## src/rtl/ld_ex_stage_buf.sv

```systemverilog
// Load-to-execute pipeline stage: valid/ready handshake with a 2-entry skid
// buffer, synchronous flush, halt-drain state machine and a stall counter.
module ld_ex_stage_buf #(
  parameter int DATA_W  = 6,
  parameter int ADR_W   = 6,
  parameter int ALU_W   = 2,
  parameter int NUM_OPS = 2,
  parameter int CNT_W   = 8
) (
  input  logic                      clk,
  input  logic                      rst_n,
  input  logic                      in_valid,
  output logic                      in_ready,
  input  logic                      in_halted,
  input  logic [ADR_W-1:0]          in_write_adr,
  input  logic [ALU_W-1:0]          in_alu_inst,
  input  logic [NUM_OPS*DATA_W-1:0] in_data,
  input  logic                      in_mem_write,
  input  logic                      in_mul_or_add,
  input  logic                      freeze,
  input  logic                      flush,
  output logic                      out_valid,
  input  logic                      out_ready,
  output logic                      out_halted,
  output logic [ADR_W-1:0]          out_write_adr,
  output logic [ALU_W-1:0]          out_alu_inst,
  output logic [NUM_OPS*DATA_W-1:0] out_data,
  output logic                      out_mem_write,
  output logic                      out_mul_or_add,
  output logic                      core_halted,
  output logic [CNT_W-1:0]          stall_cnt
);

  typedef enum logic [1:0] {RUN, DRAIN, HALTED} state_t;

  typedef struct packed {
    logic                      halted;
    logic [ADR_W-1:0]          write_adr;
    logic [ALU_W-1:0]          alu_inst;
    logic [NUM_OPS*DATA_W-1:0] data;
    logic                      mem_write;
    logic                      mul_or_add;
  } entry_t;

  state_t state, state_next;
  entry_t head, skid, in_entry;
  logic   head_valid, skid_valid;
  logic   accept, deq;

  assign in_entry = '{halted: in_halted, write_adr: in_write_adr, alu_inst: in_alu_inst,
                      data: in_data, mem_write: in_mem_write, mul_or_add: in_mul_or_add};

  // Gated by rst_n so that every output reads 0 while reset is held.
  assign in_ready = rst_n && !skid_valid && (state == RUN) && !freeze && !flush;
  assign accept   = in_valid && in_ready;
  assign deq      = head_valid && out_ready && !freeze;

  always_ff @(posedge clk or negedge rst_n) begin
    if (!rst_n) begin
      head       <= '0;
      skid       <= '0;
      head_valid <= 1'b0;
      skid_valid <= 1'b0;
    end else if (flush) begin
      head_valid <= 1'b0;
      skid_valid <= 1'b0;
    end else if (!freeze) begin
      if (deq && skid_valid) begin
        head       <= skid;
        skid_valid <= 1'b0;
      end else if (deq) begin
        head_valid <= accept;
        if (accept) head <= in_entry;
      end else if (accept) begin
        if (!head_valid) begin
          head       <= in_entry;
          head_valid <= 1'b1;
        end else begin
          skid       <= in_entry;
          skid_valid <= 1'b1;
        end
      end
    end
  end

  always_ff @(posedge clk or negedge rst_n) begin
    if (!rst_n) state <= RUN;
    else        state <= state_next;
  end

  // A deq that coincides with flush is ignored, so flush wins in DRAIN.
  always_comb begin
    state_next = state;
    unique case (state)
      RUN:     if (accept && in_halted) state_next = DRAIN;
      DRAIN: begin
        if (flush)                          state_next = RUN;
        else if (deq && head.halted)        state_next = HALTED;
      end
      HALTED:  state_next = HALTED;
      default: state_next = RUN;
    endcase
  end

  always_ff @(posedge clk or negedge rst_n) begin
    if (!rst_n) begin
      stall_cnt <= '0;
    end else if (head_valid && (!out_ready || freeze) && (stall_cnt != '1)) begin
      stall_cnt <= stall_cnt + 1'b1;
    end
  end

  assign out_valid      = head_valid;
  assign out_halted     = head.halted;
  assign out_write_adr  = head.write_adr;
  assign out_alu_inst   = head.alu_inst;
  assign out_data       = head.data;
  assign out_mem_write  = head.mem_write;
  assign out_mul_or_add = head.mul_or_add;
  assign core_halted    = (state == HALTED);

endmodule

```

## config.mk

```make
export PLATFORM = sky130hd
export DESIGN_NAME = ld_ex_stage_buf
export DESIGN_NICKNAME = d
export VERILOG_FILES = /design/src/rtl/ld_ex_stage_buf.sv
export SDC_FILE = /design/constraint.sdc
export NUM_CORES = 1
export LEC_CHECK = 0
export ABC_CLOCK_PERIOD_IN_PS = 2400
export CORE_MARGIN = 4
export CORE_UTILIZATION = 40
export DETAILED_ROUTE_END_ITERATION = 8
export HOLD_SLACK_MARGIN = 0.12
export PLACE_DENSITY = 0.76
export SETUP_SLACK_MARGIN = 0.3
export SYNTH_ARGS = -nofsm -noshare
export SYNTH_HDL_FRONTEND = slang
export SYNTH_SLANG_ARGS = --single-unit
export TNS_END_PERCENT = 100
```

## constraint.sdc

```tcl
create_clock -name clk -period 2.4 [get_ports clk]
set_input_delay 0.36 -clock clk [delete_from_list [all_inputs] [get_ports clk]]
set_output_delay 0.36 -clock clk [all_outputs]
set_load 0.02 [all_outputs]
```

After elaboration in Yosys (flattened, before gate mapping)

Index checks and enable logic that the tools add are counted.
Widths: inputs -> output; s select.

Add/sub/neg operators: 1
Multipliers: 0
Divide/modulo/power cells: 0
$lt $le $gt $ge: 0
Eq/ne operators: 9
Shift-type cells: 0
Muxes and demuxes: 20
Bitwise gates (word level): 4
Reductions and logical operators: 27

Operator list:

| cell                | number |
|---|---|
| $mux 23             | 5 |
| $logic_and 1x1->1   | 12 |
| $mux 1              | 11 |
| $reduce_bool 3->1   | 3 |
| $add 8x1->8 const B | 1 |
| $ne 8x8->1 const B  | 1 |
| $reduce_and 4->1    | 2 |
| $mux 2              | 3 |
| $pmux 2 s3          | 1 |
| $reduce_and 6->1    | 1 |
| $logic_not 1->1     | 4 |
| $ne 2x1->1 const B  | 2 |
| $not 1->1           | 4 |
| $ne 3x1->1 const B  | 1 |
| $ne 3x2->1 const B  | 1 |
| $ne 3x3->1 const B  | 1 |
| $reduce_and 3->1    | 1 |
| $eq 2x1->1 const B  | 1 |
| $eq 2x2->1 const B  | 1 |
| $logic_not 2->1     | 1 |
| $ne 2x2->1 const B  | 1 |
| $reduce_and 2->1    | 1 |
| $reduce_bool 2->1   | 1 |
| $logic_or 1x1->1    | 1 |

Flip-flop bits (word level): 58
Bits in latches: 0
Memory bits (writable): 0
Bits in read-only memories: 0
Input port bits: 29
Output and inout bits: 34
Memories: 0

Depth between registers and ports, before layout

Gate-level depths: netlist (run 1).

Depth after elaboration: 11
Gate-level depth with buffers: 6
Gate-level depth less buffers: 5

Least setup slack after synthesis (run 1)

No wires, ideal clock.

Path type: reg-to-reg
From: reg skid_valid
To: reg skid[10] in the netlist's numbering
Arrival time: 1.945 ns
Required time: 2.275 ns
Path slack: 0.329 ns
Cell stages (with the launch flop): 6
Buffers on the path: 1
Clock period less this slack: 2.071 ns
Cell sequence: dfrtp_1 > or4b_4 > nor4b_4 > nand3_2 > buf_6 > mux2_4

Cells in the longest elaborated chain, start to end: 7

Ends and longest elaborated chain:

| what                                  | line | text |
|---|---|---|
| start, declared                       | 47   | `logic head_valid, skid_valid;` |
| start signal, assigned                | 63   | `skid_valid <= 1'b0;` |
| start signal, assigned                | 66   | `skid_valid <= 1'b0;` |
| start signal, assigned                | 70   | `skid_valid <= 1'b0;` |
| $logic_not 1->1                       | 54   | `assign in_ready = rst_n && !skid_valid && (state == RUN) && !freeze && !flush;` |
| $logic_and 1x1->1 (4 in series)       | 54   |  |
| $logic_and 1x1->1                     | 55   | `assign accept = in_valid && in_ready;` |
| $reduce_and 6->1 (no source line) (*) | -    |  |
| end signal, assigned                  | 79   | `skid <= in_entry;` |
| end, declared                         | 46   | `entry_t head, skid, in_entry;` |

Mark *: on every way between the ends. The rest lies on a longest branch, timed or not.
A chain may end at the register's enable or synchronous reset.

Worst setup path after layout (run 1)

From: reg skid_valid
To: reg head, in the netlist out_write_adr[2]

Cells in the longest elaborated chain, start to end: 8

Ends and longest elaborated chain:

| what                               | line | text |
|---|---|---|
| $logic_not 1->1                    | 54   |  |
| $logic_and 1x1->1 (4 in series)    | 54   |  |
| $logic_and 1x1->1                  | 55   |  |
| $reduce_bool 2->1 (no source line) | -    |  |
| $reduce_and 4->1 (no source line)  | -    |  |
| end signal, assigned               | 69   | `head <= skid;` |
| end signal, assigned               | 73   | `if (accept) head <= in_entry;` |
| end signal, assigned               | 76   | `head <= in_entry;` |
| end, declared                      | 46   |  |

Several ways; a longest one is shown, not always the timed one.

==> load_flow_metrics.sql, run 1 <==
INSERT INTO impl_metrics (metric_group, metric, value, unit) VALUES
('outcome', 'result_of_the_run', 'finished, final reports clean', ''),
('placement', 'port_buffers', '62', ''),
('power', 'power.density_cell_area', '724', 'nW/um^2'),
('worst_setup_path', 'max_fo_critical_path', '16', ''),
('logic_synthesis', 'postSynthRegisterBits', '58', ''),
('worst_setup_path', 'critPathKind', 'reg -> reg', ''),
('layout', 'signed_area_change_from_the_synthesized_netlist_to_the_final_layout', '37.5', '%'),
('clock_tree', 'clkTransAtPathRegs', '60', 'ps'),
('routing', 'totalWireLength', '5160', 'um'),
('layout', 'insertedDiodeCount', '0', ''),
('floorplanning', 'placementRows', '29', ''),
('power', 'leakage_power_of_the_design', '1.73', 'nW'),
('sta', 'final_setup_violation_count', '0', ''),
('placement', 'place_inst', '319', ''),
('sta', 'rsz0062_at_grt', 'true', ''),
('floorplanning', 'start_util', '41.5', '%'),
('job', 'max-cap-violations', '0', ''),
('floorplanning', 'die-width', '89.4', 'um'),
('sta', 'max_slew.worst_pin.slew', '743', 'ps'),
('layout', 'post_route_cells_drive_above_1_share', '38.9', '%'),
('routing', 'ant_nets', '0', ''),
('sta', 'final-max-slew-violation-count', '0', ''),
('sta', 'final.min_clock_period', '2110', 'ps'),
('clock_tree', 'tritoncts', 'done', ''),
('sta', 'totalNegativeSetupSlack', '0', 'ps'),
('logic_synthesis', 'synth_nets', '208', ''),
('clock_tree', 'cts-buffers-inserted', '9', ''),
('floorplanning', 'design.portCount', '63', ''),
('worst_setup_path', 'slowest_delay', '560', 'ps'),
('logic_synthesis', 'ys_warn_count', '0', ''),
('placement', 'place_congestion', '0.730', ''),
('global_route', 'grt_antenna_before_repair', '0', ''),
('sta', 'hold_slack', '263', 'ps'),
('logic_synthesis', 'netlist-cell-type-count', '30', ''),
('logic_synthesis', 'postSynthAreaPerCell', '14.9', 'um^2'),
('worst_setup_path', 'timing.critical_path.from_type', 'flip-flop', ''),
('sta', 'post-route-period-util', '87.8', '%'),
('clock_tree', 'cts-htree-levels', '3', ''),
('clock_tree', 'cts-root-buf', 'sky130_fd_sc_hd__clkbuf_8', ''),
('sta', 'fmaxAchievable', '474', 'MHz'),
('worst_setup_path', 'worst_ep_required_time', '2600', 'ps'),
('logic_synthesis', 'post_synth_instance_area', '2650', 'um^2'),
('placement', 'placement.cell_area', '3410', 'um^2'),
('clock_tree', 'clock-sinks', '58', ''),
('floorplanning', 'fp.coreArea', '6390', 'um^2'),
('power', 'ir_drop', '567', 'uV'),
('worst_setup_path', 'r2r_setup_slack', '290', 'ps'),
('global_route', 'grt_start_max_net_pins', '59', ''),
('power', 'total_power', '2.63', 'mW'),
('global_route', 'grt_usage', '14.3', '%'),
('logic_synthesis', 'netlist_instances', '178', ''),
('layout', 'stdcell_count', '339', ''),
('routing', 'drc', '0', ''),
('worst_setup_path', 'cp-end-kind', 'flip-flop', ''),
('global_route', 'grt_pass1_wl', '8610', 'um'),
('worst_setup_path', 'critical_path_arrival', '2310', 'ps'),
('sta', 'timing.max_slew.rel_slack', '50.4', '%'),
('worst_hold_path', 'hold_path.class', 'in -> async', ''),
('routing', 'detailedRoute.firstIterationViolations', '24', ''),
('global_route', 'global_route.overflow_total', '0', ''),
('global_route', 'vias_in_the_first_global_route', '1790', ''),
('floorplanning', 'die_area', '7990', 'um^2'),
('routing', 'detail_route.vias_per_cell', '4.90', ''),
('placement', 'hpwl_after_dpl', '3520', 'um'),
('worst_setup_path', 'timing.critical_path.cells', 'or4b_4 -> nor4b_4 -> buf_4 -> o21ai_4 -> buf_12 -> mux2_2', ''),
('worst_setup_path', 'critical_path_buf_inv_count', '2', ''),
('clock_tree', 'maximum_buffer_depth_of_the_clock_tree', '2', ''),
('sta', 'fin_skew', '5.87', 'ps'),
('floorplanning', 'die_height', '89.4', 'um'),
('routing', 'wire_per_inst', '15.2', 'um'),
('layout', 'final_net_count', '288', ''),
('routing', 'number_of_vias_after_detailed_routing', '1660', ''),
('worst_setup_path', 'critical-path-slowest-cell', 'sky130_fd_sc_hd__or4b_4', ''),
('clock_tree', 'clk-insertion-delay-late', '320', 'ps'),
('layout', 'layout.filler_cells', '541', ''),
('logic_synthesis', 'synth_sequential_area_ratio', '54.8', '%'),
('routing', 'dr.pass1.iters', '2', ''),
('sta', 'hold_viol', '0', ''),
('worst_setup_path', 'critical-path-top-delay-family', 'simple AND/OR/NAND/NOR gates', ''),
('layout', 'final_area', '3640', 'um^2');
==> registers in the layout, summed over array words and instances (netlist names) <==
signal          cells
out_alu_inst        2
out_data           12
out_halted          1
out_mem_write       1
out_mul_or_add      1
out_valid           1
out_write_adr       6
skid               23
skid_valid          1
stall_cnt           8
state               2
==> synth_stat cells <==
library cell	number	area [um^2]
sky130_fd_sc_hd__and3_1	1	6.26
sky130_fd_sc_hd__nor2_1	4	15.0
sky130_fd_sc_hd__ha_1	1	12.5
sky130_fd_sc_hd__nand2_1	4	15.0
sky130_fd_sc_hd__nand3_1	3	15.0
sky130_fd_sc_hd__inv_1	3	11.3
sky130_fd_sc_hd__nand4_1	1	6.26
sky130_fd_sc_hd__dfrtp_1	58	1450
sky130_fd_sc_hd__nand3_2	1	10.0
sky130_fd_sc_hd__o21ai_0	1	5.00
sky130_fd_sc_hd__nor4_1	1	6.26
sky130_fd_sc_hd__nand2b_1	2	12.5
sky130_fd_sc_hd__clkbuf_1	2	7.51
sky130_fd_sc_hd__o21ai_2	1	8.76
sky130_fd_sc_hd__xor2_1	6	52.6
sky130_fd_sc_hd__xnor2_1	1	8.76
sky130_fd_sc_hd__buf_2	2	10.0
sky130_fd_sc_hd__a32o_1	1	10.0
sky130_fd_sc_hd__or4b_4	1	13.8
sky130_fd_sc_hd__a211oi_1	2	15.0
sky130_fd_sc_hd__mux2_2	49	552
sky130_fd_sc_hd__mux2_4	19	285
sky130_fd_sc_hd__o21bai_1	1	7.51
sky130_fd_sc_hd__buf_1	1	3.75
sky130_fd_sc_hd__nor3_1	3	15.0
sky130_fd_sc_hd__buf_6	2	22.5
sky130_fd_sc_hd__mux2i_1	2	20.0
sky130_fd_sc_hd__nor2b_1	3	18.8
sky130_fd_sc_hd__o211ai_1	1	7.51
sky130_fd_sc_hd__nor4b_4	1	23.8
==> routing by layer <==
| metal | track usage, % | part of all wire [%] |
|---|---|---|
| met5 | 0 | 0 |
| met4 | 8.12 | 2.2 |
| met3 | 3.23 | 4.0 |
| met2 | 21.6 | 48 |
| met1 | 19.0 | 45 |
==> stage by stage <==
step / worst slack (ps) / utilization (%)
2_1_floorplan: 329 / -
3_3_place_gp: -53.5 / 53.4
3_5_place_dp: -111 / 53.4
4_1_cts: 273 / 56.7
5_1_grt: 243 / 57.0
6_report: 292 / 57.0
==> worst reg2reg max path, cell delays in order (launching register included) <==
cell and delay, ps:
sky130_fd_sc_hd__dfrtp_1 390, sky130_fd_sc_hd__or4b_4 560, sky130_fd_sc_hd__nor4b_4 350, sky130_fd_sc_hd__buf_4 180, sky130_fd_sc_hd__o21ai_4 60, sky130_fd_sc_hd__buf_12 180, sky130_fd_sc_hd__mux2_2 280
==> power by group <==
group	leakage, nW	total, mW	switching (mW)	internal, mW
registers	0.770	1.23	0.102	1.12
clock network	0.0920	0.764	0.344	0.420
logic	0.863	0.645	0.276	0.369
==> layout make-up <==
cell class	count	area (um^2)	share of cell area, %
inverters	3	11.3	0.309
flip-flops and latches	58	1450	39.9
clock buffers	12	155	4.26
clock inverters	3	15.0	0.412
repair buffers	76	762	20.9
well taps	77	96.3	2.65
multi-input cells	110	1150	31.6
==> final timing paths <==
| kind | depth (start not counted) | endpoint | startpoint |
|---|---|---|---|
| max | 6 | out_write_adr[2] | skid_valid |
| min | 2 | skid[18] | rst_n |
| max reg2reg | 6 | out_write_adr[2] | skid_valid |
| min reg2reg | 1 | skid[7] | skid[7] |
| max in group asynchronous | 2 | skid[13] | rst_n |
| min in group clk | 1 | skid[7] | skid[7] |
==> cell usage in the layout (no fill, tap or decap), drive strengths merged, types with 3 or more instances in the layout <==
| master | instances |
|---|---|
| xor2 | 6 |
| buf | 15 |
| mux2 | 68 |
| inv | 3 |
| dfrtp | 58 |
| nor2b | 3 |
| nor3 | 3 |
| nor2 | 4 |
| clkinv | 3 |
| clkdlybuf4s50 | 59 |
| nand2 | 4 |
| nand3 | 4 |
| clkbuf | 13 |
==> timing repair <==
item                                    CTS  global route
setup buffers                             4             1
pin swaps                                 1             2
endpoints found under the setup margin   38            47
hold buffers                              0             0
gates resized for setup                   6             6
==> cells by family after synthesis <==
logic type / share of synthesized area (%)
multiplexers: 32.4
flip-flops: 54.8
adder cells (fa/ha/maj): 0.472
XOR/XNOR: 2.31
AO/OA/AOI/OAI: 2.03
buffers and inverters: 2.08
AND/OR/NAND/NOR: 5.95
Note: power is estimated with default switching activity, not from simulation.
==> run 2, diff against run 1 <==
- CORE_UTILIZATION: 40 -> 49
- PLACE_DENSITY: 0.76 -> 0.88
==> load_flow_metrics.sql, run 2 (same netlist as run 1, synthesis figures left out) <==
INSERT INTO impl_metrics (metric_group, metric, value, unit) VALUES
('clock_tree', 'clock-sinks', '58', ''),
('clock_tree', 'cts-buffers-inserted', '9', ''),
('clock_tree', 'cts-htree-levels', '3', ''),
('placement', 'port_buffers', '62', ''),
('sta', 'post-route-period-util', '88.9', '%'),
('routing', 'drc', '0', ''),
('global_route', 'grt_usage', '17.9', '%'),
('placement', 'place_congestion', '0.765', ''),
('layout', 'layout.cells.most_common_list', 'sky130_fd_sc_hd__clkdlybuf4s50_1 (59), sky130_fd_sc_hd__dfrtp_1 (58), sky130_fd_sc_hd__mux2_2 (49)', ''),
('layout', 'largest_register_ff_count', '23', ''),
('worst_setup_path', 'critical_path.startpoint', 'state[0]', ''),
('power', 'ir_drop', '559', 'uV'),
('floorplanning', 'die_height', '81.5', 'um'),
('placement', 'hpwl_after_dpl', '3400', 'um'),
('global_route', 'grt_pass1_wl', '8810', 'um'),
('job', 'max-cap-violations', '0', ''),
('worst_setup_path', 'r2r_setup_slack', '270', 'ps'),
('clock_tree', 'maximum_buffer_depth_of_the_clock_tree', '2', ''),
('outcome', 'result_of_the_run', 'finished, final reports clean', ''),
('layout', 'stdcell_count', '332', ''),
('routing', 'detailedRoute.firstIterationViolations', '90', ''),
('sta', 'fin_skew', '6.73', 'ps'),
('routing', 'totalWireLength', '5390', 'um'),
('floorplanning', 'design.portCount', '63', ''),
('routing', 'number_of_vias_after_detailed_routing', '1689', ''),
('sta', 'fmaxAchievable', '469', 'MHz'),
('sta', 'rsz0062_at_grt', 'true', ''),
('worst_setup_path', 'timing.critical_path.from_type', 'flip-flop', ''),
('worst_setup_path', 'worstRegToRegCells', '5', ''),
('layout', 'largest-register', 'skid', ''),
('global_route', 'grt_start_max_net_pins', '59', ''),
('global_route', 'vias_in_the_first_global_route', '1781', ''),
('routing', 'detail_route.vias_per_cell', '5.09', ''),
('sta', 'final_setup_violation_count', '0', ''),
('worst_setup_path', 'critical_path.reg2reg.endpoint', 'skid[19]', ''),
('worst_setup_path', 'worst_ep_required_time', '2620', 'ps'),
('worst_setup_path', 'critPathKind', 'reg -> reg', ''),
('clock_tree', 'cts-root-buf', 'sky130_fd_sc_hd__clkbuf_8', ''),
('layout', 'final_common_cell', 'sky130_fd_sc_hd__clkdlybuf4s50_1', ''),
('power', 'power.density_cell_area', '775', 'nW/um^2'),
('floorplanning', 'die_area', '6650', 'um^2'),
('routing', 'dr.pass1.iters', '4', ''),
('sta', 'final-max-slew-violation-count', '0', ''),
('routing', 'ant_nets', '0', ''),
('sta', 'final.min_clock_period', '2130', 'ps'),
('worst_hold_path', 'hold_path.class', 'in -> async', ''),
('layout', 'signed_area_change_from_the_synthesized_netlist_to_the_final_layout', '39.0', '%'),
('floorplanning', 'fp.coreArea', '5170', 'um^2'),
('layout', 'post_route_cells_drive_above_1_share', '38.9', '%'),
('floorplanning', 'start_util', '51.2', '%'),
('routing', 'wire_per_inst', '16.2', 'um'),
('floorplanning', 'die-width', '81.5', 'um'),
('placement', 'place_inst', '310', ''),
('worst_setup_path', 'max_fo_critical_path', '6', ''),
('sta', 'timing.max_slew.rel_slack', '52.7', '%'),
('power', 'leakage_power_of_the_design', '1.75', 'nW'),
('sta', 'hold_slack', '213', 'ps'),
('layout', 'final_net_count', '287', ''),
('worst_setup_path', 'critical_path.endpoint', 'skid[19]', ''),
('sta', 'max_slew.worst_pin.slew', '709', 'ps'),
('floorplanning', 'placementRows', '26', ''),
('worst_setup_path', 'reg_to_reg_startpoint', 'state[0]', ''),
('clock_tree', 'tritoncts', 'done', ''),
('worst_setup_path', 'cp-end-kind', 'flip-flop', ''),
('worst_setup_path', 'critical_path_arrival', '2350', 'ps'),
('global_route', 'global_route.overflow_total', '0', ''),
('global_route', 'grt_antenna_before_repair', '0', ''),
('clock_tree', 'clk-insertion-delay-late', '340', 'ps'),
('sta', 'hold_viol', '0', ''),
('layout', 'insertedDiodeCount', '0', ''),
('layout', 'layout.filler_cells', '367', ''),
('clock_tree', 'clkTransAtPathRegs', '70', 'ps');
[run 2: layout make-up]
| cell class | count | area, um^2 | area share (%) |
|---|---|---|---|
| Sequential cell | 58 | 1450 | 39.4 |
| Multi-Input combinational cell | 110 | 1140 | 31.0 |
| Clock inverter | 5 | 77.6 | 2.11 |
| Inverter | 3 | 11.3 | 0.306 |
| Tap cell | 70 | 87.6 | 2.38 |
| Clock buffer | 11 | 141 | 3.84 |
| Timing Repair Buffer | 75 | 769 | 20.9 |
[run 2: what timing repair did]
action                     4_1_cts  5_1_grt
hold buffers                     0        0
buffers inserted                 2        2
gates resized for setup          4        2
gates cloned                     0        2
setup endpoints to repair       35       47
pin swaps                        1        1
[run 2: where the power goes]
part / leakage, nW / internal [mW] / switching (mW)
sequential: 0.770 / 1.12 / 0.0970
clock: 0.109 / 0.609 / 0.375
combinational: 0.874 / 0.370 / 0.280
[run 2: worst max-delay path, stage by stage, from the launching register on]
cell and delay, ps:
sky130_fd_sc_hd__dfrtp_1 400, sky130_fd_sc_hd__or4b_4 540, sky130_fd_sc_hd__nor4b_4 360, sky130_fd_sc_hd__nand3_2 200, sky130_fd_sc_hd__clkbuf_16 220, sky130_fd_sc_hd__mux2_4 300
[run 2: metal layers]
metal	GRT usage, %	wire, um	share of wire (%)	up-vias
met5	0	0	0	-
met4	9.63	110	2.0	0
li1	-	-	-	798
met2	27.9	2610	48	45
met1	22.4	2380	44	836
met3	5.26	292	5.4	10
[run 2: worst min-delay path by stage]
stage	startpoint	endpoint	slack, ps
final	rst_n	out_valid	210
after global routing	rst_n	out_valid	270
after CTS	rst_n	skid[21]	220
after detailed placement	stall_cnt[7]	stall_cnt[7]	480
after global placement	skid[6]	skid[6]	480
after floorplan	rst_n	out_alu_inst[0]	60
[run 2: stage by stage]
stage | cell area [um^2] | total power [mW] | setup TNS, ps | utilization, % | setup slack, ps
floorplan | 2650 | 1.55 | 0 | - | 329
global placement | 3400 | 1.87 | -758 | 65.7 | -34.4
detailed placement | 3400 | 1.89 | -2320 | 65.7 | -83.5
CTS | 3630 | 2.89 | 0 | 70.2 | 261
global route | 3680 | 3.01 | 0 | 71.2 | 210
finish | 3680 | 2.85 | 0 | 71.2 | 266
